## config.mk

```make
export PLATFORM = sky130hd
export DESIGN_NAME = branch_redirect_flat
export DESIGN_NICKNAME = d
export VERILOG_FILES = /design/src/rtl/branch_redirect_if.sv /design/src/rtl/branch_redirect.sv /design/src/flat_wrapper.sv
export SDC_FILE = /design/constraint.sdc
export NUM_CORES = 1
export LEC_CHECK = 0
export BUFFER_PORTS_ARGS = -buffer_cell sky130_fd_sc_hd__buf_2
export CAP_MARGIN = 30
export CORE_MARGIN = 5
export CORE_UTILIZATION = 30
export DETAILED_ROUTE_END_ITERATION = 12
export GPL_TIMING_DRIVEN = 0
export SYNTH_ARGS = -nofsm -noshare
export SYNTH_HDL_FRONTEND = slang
export SYNTH_SLANG_ARGS = --single-unit
```

## constraint.sdc

```tcl
create_clock -name clk -period 2.4 [get_ports clk]
set_input_delay 0.12 -clock clk [delete_from_list [all_inputs] [get_ports clk]]
set_output_delay 0.12 -clock clk [all_outputs]
set_load 0.02 [all_outputs]
```

## src/rtl/branch_redirect_if.sv

```systemverilog
// EX-to-fetch control bundle: branch/jump info in, fetch PC, flushes and trap info out.
interface branch_redirect_if;
  logic        stall;
  logic        ex_valid;
  logic        ex_taken;
  logic        ex_jump;
  logic [31:0] ex_target;
  logic [31:0] pc;
  logic        fetch_valid;
  logic        flush_if_id;
  logic        flush_id_ex;
  logic        misalign_exc;
  logic [31:0] exc_pc;
  logic [31:0] taken_count;

  // master: EX/hazard side driving the request; slave: the PC control unit
  modport master (
    output stall, ex_valid, ex_taken, ex_jump, ex_target,
    input  pc, fetch_valid, flush_if_id, flush_id_ex, misalign_exc, exc_pc, taken_count
  );

  modport slave (
    input  stall, ex_valid, ex_taken, ex_jump, ex_target,
    output pc, fetch_valid, flush_if_id, flush_id_ex, misalign_exc, exc_pc, taken_count
  );
endinterface

```

## src/rtl/branch_redirect.sv

```systemverilog
// EX-stage PC control: owns the fetch PC, issues redirects and pipeline flushes,
// squashes fetch for a few cycles after a redirect and traps on misaligned targets.
module branch_redirect #(
  parameter logic [31:0] RESET_VECTOR  = 32'h0000_0000,
  parameter logic [31:0] TRAP_VECTOR   = 32'h0000_0100,
  parameter int unsigned SQUASH_CYCLES = 1
) (
  input logic              clk,
  input logic              reset,
  branch_redirect_if.slave bus
);

  localparam int unsigned CntW = 3;

  typedef enum logic [1:0] {
    RUN    = 2'd0,
    SQUASH = 2'd1,
    TRAP   = 2'd2
  } state_e;

  state_e          state_q;
  logic [31:0]     pc_q;
  logic [31:0]     exc_pc_q;
  logic [31:0]     taken_count_q;
  logic [CntW-1:0] cnt_q;
  logic            fetch_valid_q;
  logic            misalign_exc_q;

  logic        redirect_c;
  logic [31:0] tgt_c;
  logic        misaligned_c;
  logic        flush_c;

  assign redirect_c   = bus.ex_valid & (bus.ex_taken | bus.ex_jump);
  assign tgt_c        = bus.ex_target & ~32'h0000_0001;
  assign misaligned_c = tgt_c[1];
  // Flushes only make sense while EX can hold a real instruction, i.e. in RUN
  assign flush_c      = (state_q == RUN) & redirect_c;

  always_ff @(posedge clk) begin
    if (reset) begin
      state_q        <= RUN;
      pc_q           <= RESET_VECTOR;
      exc_pc_q       <= 32'h0;
      taken_count_q  <= 32'h0;
      cnt_q          <= '0;
      fetch_valid_q  <= 1'b1;
      misalign_exc_q <= 1'b0;
    end else begin
      case (state_q)
        RUN: begin
          // Redirect wins over stall: the instruction in EX is resolving now
          if (redirect_c) begin
            if (misaligned_c) begin
              pc_q           <= TRAP_VECTOR;
              exc_pc_q       <= tgt_c;
              misalign_exc_q <= 1'b1;
              fetch_valid_q  <= 1'b0;
              state_q        <= TRAP;
            end else begin
              pc_q          <= tgt_c;
              taken_count_q <= taken_count_q + 32'd1;
              if (SQUASH_CYCLES > 0) begin
                cnt_q         <= CntW'(SQUASH_CYCLES);
                fetch_valid_q <= 1'b0;
                state_q       <= SQUASH;
              end
            end
          end else if (!bus.stall) begin
            pc_q <= pc_q + 32'd4;
          end
        end
        SQUASH: begin
          if (!bus.stall) begin
            if (cnt_q <= CntW'(1)) begin
              cnt_q         <= '0;
              fetch_valid_q <= 1'b1;
              state_q       <= RUN;
            end else begin
              cnt_q <= cnt_q - CntW'(1);
            end
          end
        end
        TRAP: begin
          misalign_exc_q <= 1'b0;
          fetch_valid_q  <= 1'b1;
          state_q        <= RUN;
        end
        default: begin
          misalign_exc_q <= 1'b0;
          fetch_valid_q  <= 1'b1;
          state_q        <= RUN;
        end
      endcase
    end
  end

  assign bus.pc           = pc_q;
  assign bus.fetch_valid  = fetch_valid_q;
  assign bus.flush_if_id  = flush_c;
  assign bus.flush_id_ex  = flush_c;
  assign bus.misalign_exc = misalign_exc_q;
  assign bus.exc_pc       = exc_pc_q;
  assign bus.taken_count  = taken_count_q;

endmodule

```

## src/flat_wrapper.sv

```systemverilog
// flat-port wrapper written by rule: the top's interface ports become plain ports
module branch_redirect_flat 
#(
  parameter logic [31:0] RESET_VECTOR  = 32'h0000_0000,
  parameter logic [31:0] TRAP_VECTOR   = 32'h0000_0100,
  parameter int unsigned SQUASH_CYCLES = 1
)
  (clk, reset, bus_stall, bus_ex_valid, bus_ex_taken, bus_ex_jump, bus_ex_target, bus_pc, bus_fetch_valid, bus_flush_if_id, bus_flush_id_ex, bus_misalign_exc, bus_exc_pc, bus_taken_count);
  branch_redirect_if bus_i ();
  input logic clk;
  input logic reset;
  input wire logic [$bits(bus_i.stall)-1:0] bus_stall;
  input wire logic [$bits(bus_i.ex_valid)-1:0] bus_ex_valid;
  input wire logic [$bits(bus_i.ex_taken)-1:0] bus_ex_taken;
  input wire logic [$bits(bus_i.ex_jump)-1:0] bus_ex_jump;
  input wire logic [$bits(bus_i.ex_target)-1:0] bus_ex_target;
  output wire logic [$bits(bus_i.pc)-1:0] bus_pc;
  output wire logic [$bits(bus_i.fetch_valid)-1:0] bus_fetch_valid;
  output wire logic [$bits(bus_i.flush_if_id)-1:0] bus_flush_if_id;
  output wire logic [$bits(bus_i.flush_id_ex)-1:0] bus_flush_id_ex;
  output wire logic [$bits(bus_i.misalign_exc)-1:0] bus_misalign_exc;
  output wire logic [$bits(bus_i.exc_pc)-1:0] bus_exc_pc;
  output wire logic [$bits(bus_i.taken_count)-1:0] bus_taken_count;
  assign bus_i.stall = bus_stall;
  assign bus_i.ex_valid = bus_ex_valid;
  assign bus_i.ex_taken = bus_ex_taken;
  assign bus_i.ex_jump = bus_ex_jump;
  assign bus_i.ex_target = bus_ex_target;
  assign bus_pc = bus_i.pc;
  assign bus_fetch_valid = bus_i.fetch_valid;
  assign bus_flush_if_id = bus_i.flush_if_id;
  assign bus_flush_id_ex = bus_i.flush_id_ex;
  assign bus_misalign_exc = bus_i.misalign_exc;
  assign bus_exc_pc = bus_i.exc_pc;
  assign bus_taken_count = bus_i.taken_count;
  branch_redirect #(.RESET_VECTOR(RESET_VECTOR), .TRAP_VECTOR(TRAP_VECTOR), .SQUASH_CYCLES(SQUASH_CYCLES)) u_core (.clk(clk), .reset(reset), .bus(bus_i));
endmodule
```

==> results.py, run 1 <==
metrics = {
    "status": {
        "status": "finished clean",
    },
    "logic_synthesis": {
        "synth_common_cells": "dfxtp_1, nand2_1, a21oi_1",
        "avgSynthCellArea_um2": 7.959,
        "ys_types": 63,
        "synth_most_common_cell": "dfxtp_1",
        "yosys_warnings": 0,
        "synth_area_um2": 4895,
        "synthArstFlopShare_pct": 0,
        "synthCells": 615,
        "synth_top_area_share_pct": 40.90,
        "synth_area_leaders": "dfxtp_1, nand2_1, a21oi_1",
        "ys_ff_latch": 100,
        "ys.flop_type": "dfxtp_1",
        "synth_largest_area_cell": "dfxtp_1",
        "synth-seq-area-share_pct": 40.90,
        "synth_edf_count": 0,
    },
    "cells_and_area": {
        "fin_util_pct": 38.35,
        "final_nets": 803,
        "drive_gt1_share_pct": 23.11,
        "multiInputGateArea_um2": 2650,
        "seq_area_um2": 2002,
        "insertedDiodeCount": 0,
        "area_growth_pct": 24.92,
        "finalInstanceArea_um2": 6115,
        "fillCellCount": 1730,
    },
    "timing": {
        "hold-worst-slack_ps": 13.70,
        "rsz0062_at_grt": "false",
        "fin_crit_sh_pct": 89.19,
        "setup_tns_ps": 0,
        "finClkSkew_ps": 6.864,
        "fmax_mhz": 467.2,
        "max-slew-margin-rel_pct": 47.26,
        "post-route-min-period_ps": 2140,
        "maxSlewViolCount": 0,
        "tightest_slew_ps": 788.2,
        "setup_viol": 0,
        "final_hold_viol_count": 0,
    },
    "critical_path": {
        "cp_slowest_cell": "dfxtp_1",
        "r2r_cells": 6,
        "critPathBufInv": 0,
        "cp_max_fo": 7,
        "crit_path_start_kind": "flop",
        "crit_path_cell_trace": "ha_1, nand3_1, nor3_4, nand4_1, a2111oi_0, nor3b_1",
        "crit_path_end_kind": "flop",
        "required_ps": 2630,
        "slowest_delay_ps": 450,
        "cp_top_family": "simple AND/OR/NAND/NOR gates",
        "crit_arrival_ps": 2370,
        "path_depth": 6,
        "path_class": "reg -> reg",
    },
    "grt": {
        "grt_overflow": 0,
        "met2_usage_pct": 27.98,
        "use_met3_pct": 6.172,
        "gr-usage-all-layers_pct": 17.50,
        "busiest_layer": "met2",
        "grt_pass1_vias": 4639,
        "grt_max_degree": 16,
        "antenna_found_initial": 2,
        "use_met1_pct": 22.64,
        "grt_pass1_wl_mm": 25.75,
    },
    "routing": {
        "num_vias": 5113,
        "drc": 0,
        "ant_nets": 0,
        "routed_wl_mm": 16.94,
        "drt_iter0_drc": 352,
        "vias_per_cell": 5.207,
        "wl_per_cell_um": 17.25,
        "drtPass1Iterations": 5,
    },
    "floorplanning": {
        "die_x_um": 137.7,
        "ioPinCount": 138,
        "rows": 46,
        "dieArea_um2": 18970,
        "start_util_pct": 30.70,
        "die-height_um": 137.7,
        "core-area_um2": 15940,
    },
    "placement": {
        "gp_congestion": 0.9393,
        "port_buffers": 132,
        "dp_hpwl_mm": 12.57,
        "placed_cell_area_um2": 5833,
    },
    "clocking": {
        "cts_tree": "done",
        "ctsResizeCount": 0,
        "cts_max_level": 3,
        "cts_root_buffer": "clkbuf_16",
        "insertion_delay_ps": 350,
        "clock_path_buffers": 2,
        "cts-buffers-inserted": 9,
        "cts.clk_slew.worst_paths_ps": 70,
        "clkSinkCount": 100,
    },
    "power_and_ir_drop": {
        "peakVddDrop_mv": 0.3835,
        "p_per_area_nw_per_um2": 616.1,
        "p_leak_uw": 0.002554,
        "total_power_uw": 3767,
    },
    "job": {
        "maxCapViolations": 0,
    },
    "worst_hold_path": {
        "hold_path.class": "in -> reg",
        "hold_depth": 3,
    },
}
tightest hold or removal path: stages:
cell     delay, ps
buf_2          110
nand2_1         50
a21oi_1         50
layout make-up:
| type | instances | area share, % |
|---|---|---|
| multi-input cells | 463 | 43.34 |
| flip-flops and latches | 100 | 32.74 |
| plain buffers | 43 | 3.417 |
| well taps | 216 | 4.420 |
| clock buffers | 12 | 4.031 |
| clock inverters | 4 | 0.4092 |
| inverters | 11 | 0.6753 |
| repair buffers | 133 | 10.97 |
path summary, 6_finish.rpt:
| kind | startpoint | end | slack [ps] |
|---|---|---|---|
| min | bus_ex_target[16] | u_core.bus.exc_pc[16] | 10 |
| max | u_core.bus.pc[2] | u_core.bus.pc[28] | 260 |
| min reg2reg | u_core.bus.exc_pc[27] | u_core.bus.exc_pc[27] | 450 |
| max reg2reg | u_core.bus.pc[2] | u_core.bus.pc[28] | 260 |
per-stage QoR:
step	cells	setup WS, ps
floorplan	617	430.7
global placement	965	219.3
detailed placement	965	261.2
CTS	981	266.3
global route	982	140.7
finish	982	259.5
power by group:
group	total [uW]	internal [uW]	switching [uW]	leakage [uW]
combinational	597	192	405	0.00161
clock	1380	730	650	0.000129
sequential	1790	1720	67.8	0.000811
total	3770	2640	1120	0.00255
kinds of logic after synthesis:
| group | synth area share [%] |
|---|---|
| buffers and inverters | 5.112 |
| XOR/XNOR | 5.547 |
| multiplexers | 1.023 |
| other | 0.07661 |
| AND/OR/NAND/NOR | 29.58 |
| adder cells (fa/ha/maj) | 1.023 |
| flip-flops | 40.90 |
| AO/OA/AOI/OAI | 16.74 |
state kept, by name (all words and copies together) (netlist names):
signal                   cells
u_core.bus.pc               30
u_core.cnt_q                 3
u_core.bus.misalign_exc      1
u_core.bus.exc_pc           31
u_core.bus.fetch_valid       1
u_core.bus.taken_count      32
u_core.state_q               2
what timing repair did:
item	CTS	global route
endpoints found under the hold margin	0	1
buffers inserted	0	0
hold buffers	0	1
setup endpoints to repair	0	0
layout by cell type (no fill, tap or decap), types with 19 or more instances in the layout:
| cell type | synthesis | routed |
|---|---|---|
| buf_2 | 14 | 146 |
| dfxtp_1 | 100 | 100 |
| nand2_1 | 94 | 94 |
| a21oi_1 | 59 | 59 |
| nor2_1 | 58 | 58 |
| nand4_1 | 31 | 31 |
| nand3_1 | 27 | 27 |
| clkbuf_1 | 22 | 24 |
| xor2_1 | 23 | 23 |
| o21ai_0 | 22 | 22 |
| and3_1 | 19 | 19 |
| nor3_1 | 19 | 19 |
routing by layer:
layer / part of all wire [%] / vias to the layer above / wire [um]
li1: - / 2479 / -
met1: 42 / 2377 / 7124
met2: 46 / 232 / 7852
met3: 10 / 21 / 1735
met4: 1.2 / 4 / 204
met5: 0.12 / - / 21
No activity file was read; power rests on OpenSTA's default activity.
==> run 2, diff against run 1 <==
--- a/config.mk
+++ b/config.mk
@@ -7,9 +7,10 @@
 export LEC_CHECK = 0
 export BUFFER_PORTS_ARGS = -buffer_cell sky130_fd_sc_hd__buf_2
 export CAP_MARGIN = 30
-export CORE_MARGIN = 5
+export CORE_MARGIN = 2
 export CORE_UTILIZATION = 30
 export DETAILED_ROUTE_END_ITERATION = 12
+export GPL_ROUTABILITY_DRIVEN = 1
 export GPL_TIMING_DRIVEN = 0
 export SYNTH_ARGS = -nofsm -noshare
 export SYNTH_HDL_FRONTEND = slang
==> constraint.sdc (replaced) <==
create_clock -name clk -period 2.4 [get_ports clk]
set_input_delay 0.12 -clock clk [delete_from_list [all_inputs] [get_ports clk]]
set_output_delay 0.12 -clock clk [all_outputs]
set_load 0.1 [all_outputs]
==> run 2 against run 1 <==
Final cell count up 0.41%. Hold slack worse by 2.6 ps. Fmax down 4.6%. Worst setup slack worse by 100 ps.
==> results.py, run 2 (synthesized netlist as in run 1, its figures left out) <==
metrics = {
    "status": {
        "status": "finished clean",
    },
    "routing": {
        "drt_iter0_drc": 385,
        "ant_nets": 0,
        "num_vias": 5063,
        "drc": 0,
        "drtPass1Iterations": 5,
        "wl_per_cell_um": 16.71,
        "vias_per_cell": 5.135,
        "routed_wl_mm": 16.48,
    },
    "floorplanning": {
        "die-height_um": 131.7,
        "dieArea_um2": 17350,
        "start_util_pct": 30.70,
        "ioPinCount": 138,
        "rows": 46,
        "die_x_um": 131.7,
        "core-area_um2": 15940,
    },
    "power_and_ir_drop": {
        "p_int_uw": 2769,
        "swShare_pct": 36.13,
        "clkPwrFrac_pct": 35.9,
        "total_power_uw": 4336,
        "p_per_area_nw_per_um2": 699.2,
        "seqPwrFrac_pct": 41.3,
        "p_comb_share_pct": 22.8,
        "peakVddDrop_mv": 0.3591,
        "netSwitchingPower_uw": 1567,
        "p_leak_uw": 0.002594,
    },
    "placement": {
        "port_buffers": 132,
        "dp_hpwl_mm": 12.13,
        "gp_congestion": 0.9231,
        "pre_cts_slack_ps": 288.8,
        "placed_cells": 965,
    },
    "critical_path": {
        "crit_arrival_ps": 2120,
        "cp_max_fo": 8,
        "ff2ff_setup_slack_ps": 320,
        "slowest_delay_ps": 450,
        "cp_slowest_cell": "nor2_1",
        "crit_path_cell_trace": "nor2_1, nand2_1, inv_1, buf_4, buf_2",
        "crit_path_start_kind": "flop",
        "crit_path_end_kind": "output port",
        "path_class": "reg -> out",
        "required_ps": 2280,
    },
    "timing": {
        "max-slew-margin-rel_pct": 48.24,
        "post-route-min-period_ps": 2243,
        "tightest_slew_ps": 773.5,
        "finClkSkew_ps": 11.96,
        "fin_crit_sh_pct": 93.46,
        "setup_viol": 0,
        "rsz0062_at_grt": "false",
        "final_hold_viol_count": 0,
        "layout_setup_ws_ps": 157.0,
        "fmax_mhz": 445.8,
        "setup_tns_ps": 0,
        "maxSlewViolCount": 0,
        "hold-worst-slack_ps": 11.07,
    },
    "grt": {
        "grt_max_degree": 18,
        "grt_pass1_wl_mm": 26.50,
        "antenna_found_initial": 1,
        "grt_overflow": 0,
        "grt_pass1_vias": 4773,
        "gr-usage-all-layers_pct": 19.17,
    },
    "clocking": {
        "clock_path_buffers": 2,
        "cts-buffers-inserted": 9,
        "cts.clk_slew.worst_paths_ps": 70,
        "cts_root_buffer": "clkbuf_16",
        "cts_max_level": 3,
        "clkSinkCount": 100,
        "cts_setup_buffers": 0,
        "cts_tree": "done",
        "insertion_delay_ps": 370,
    },
    "job": {
        "maxCapViolations": 0,
    },
    "cells_and_area": {
        "largest_register_ffs": 32,
        "fillCellCount": 1698,
        "fin_cells": 986,
        "final_nets": 806,
        "layout_common_cells": "buf_2, nand2_1, dfxtp_1, a21oi_1, nor2_1",
        "area_growth_pct": 26.69,
        "final_common_cell": "buf_2",
        "drive_gt1_share_pct": 24.84,
    },
    "worst_hold_path": {
        "hold_path.class": "in -> reg",
    },
}
-- run 2: worst max-delay path: cells and delay by family, from the launching register on --
| kind | cells | cell delay (ps) |
|---|---|---|
| buffers and inverters | 3 | 730 |
| DFF | 1 | 370 |
| and+or+nand+nor | 2 | 660 |
-- run 2: metrics by stage --
stage | area [um2] | util, %
after CTS | 6198 | 38.88
after global placement | 5848 | 36.68
final | 6201 | 38.90
after global routing | 6198 | 38.88
after floorplan | 4917 | -
after detailed placement | 5848 | 36.68
-- run 2: final timing paths --
kind                         startpoint                         end  cells after the start
setup / recovery      u_core.state_q[1]             bus_flush_if_id                      5
hold / removal        bus_ex_target[24]       u_core.bus.exc_pc[24]                      3
setup reg to reg      u_core.state_q[0]  u_core.bus.taken_count[30]                      6
hold reg to reg   u_core.bus.exc_pc[25]       u_core.bus.exc_pc[25]                      2
-- run 2: power groups by stage --
| stage | logic (uW) | registers (uW) | clock network, uW |
|---|---|---|---|
| after global placement | 977 | 1830 | 0 |
| after floorplan | 334 | 2230 | 0 |
| after detailed placement | 978 | 1830 | 0 |
| after global routing | 1040 | 1800 | 1650 |
| final | 988 | 1790 | 1560 |
| after CTS | 986 | 1790 | 1590 |
-- run 2: cell type report --
class | count | area, um2 | share of cell area [%]
Clock inverter | 6 | 71.32 | 1.150
Antenna cell | 1 | 2.502 | 0.04036
Timing Repair Buffer | 136 | 700.7 | 11.30
Multi-Input combinational cell | 463 | 2650 | 42.74
Tap cell | 216 | 270.3 | 4.358
Sequential cell | 100 | 2017 | 32.53
Clock buffer | 10 | 239.0 | 3.854
Inverter | 11 | 41.29 | 0.6659
Buffer | 43 | 209.0 | 3.370
-- run 2: what timing repair did --
action | CTS | global route
hold buffers | 4 | 0
hold endpoints to repair | 4 | 0
endpoints found under the setup margin | 0 | 0
gates resized for setup | 0 | 0
-- run 2: routing by layer --
metal  global-route usage, %  up-vias  routed length, um
li1                        -     2496                  -
met1                   24.86     2325               7284
met2                   30.45      218               7440
met3                   6.536       22               1474
met4                   5.254        2                262
met5                       0        -                 13
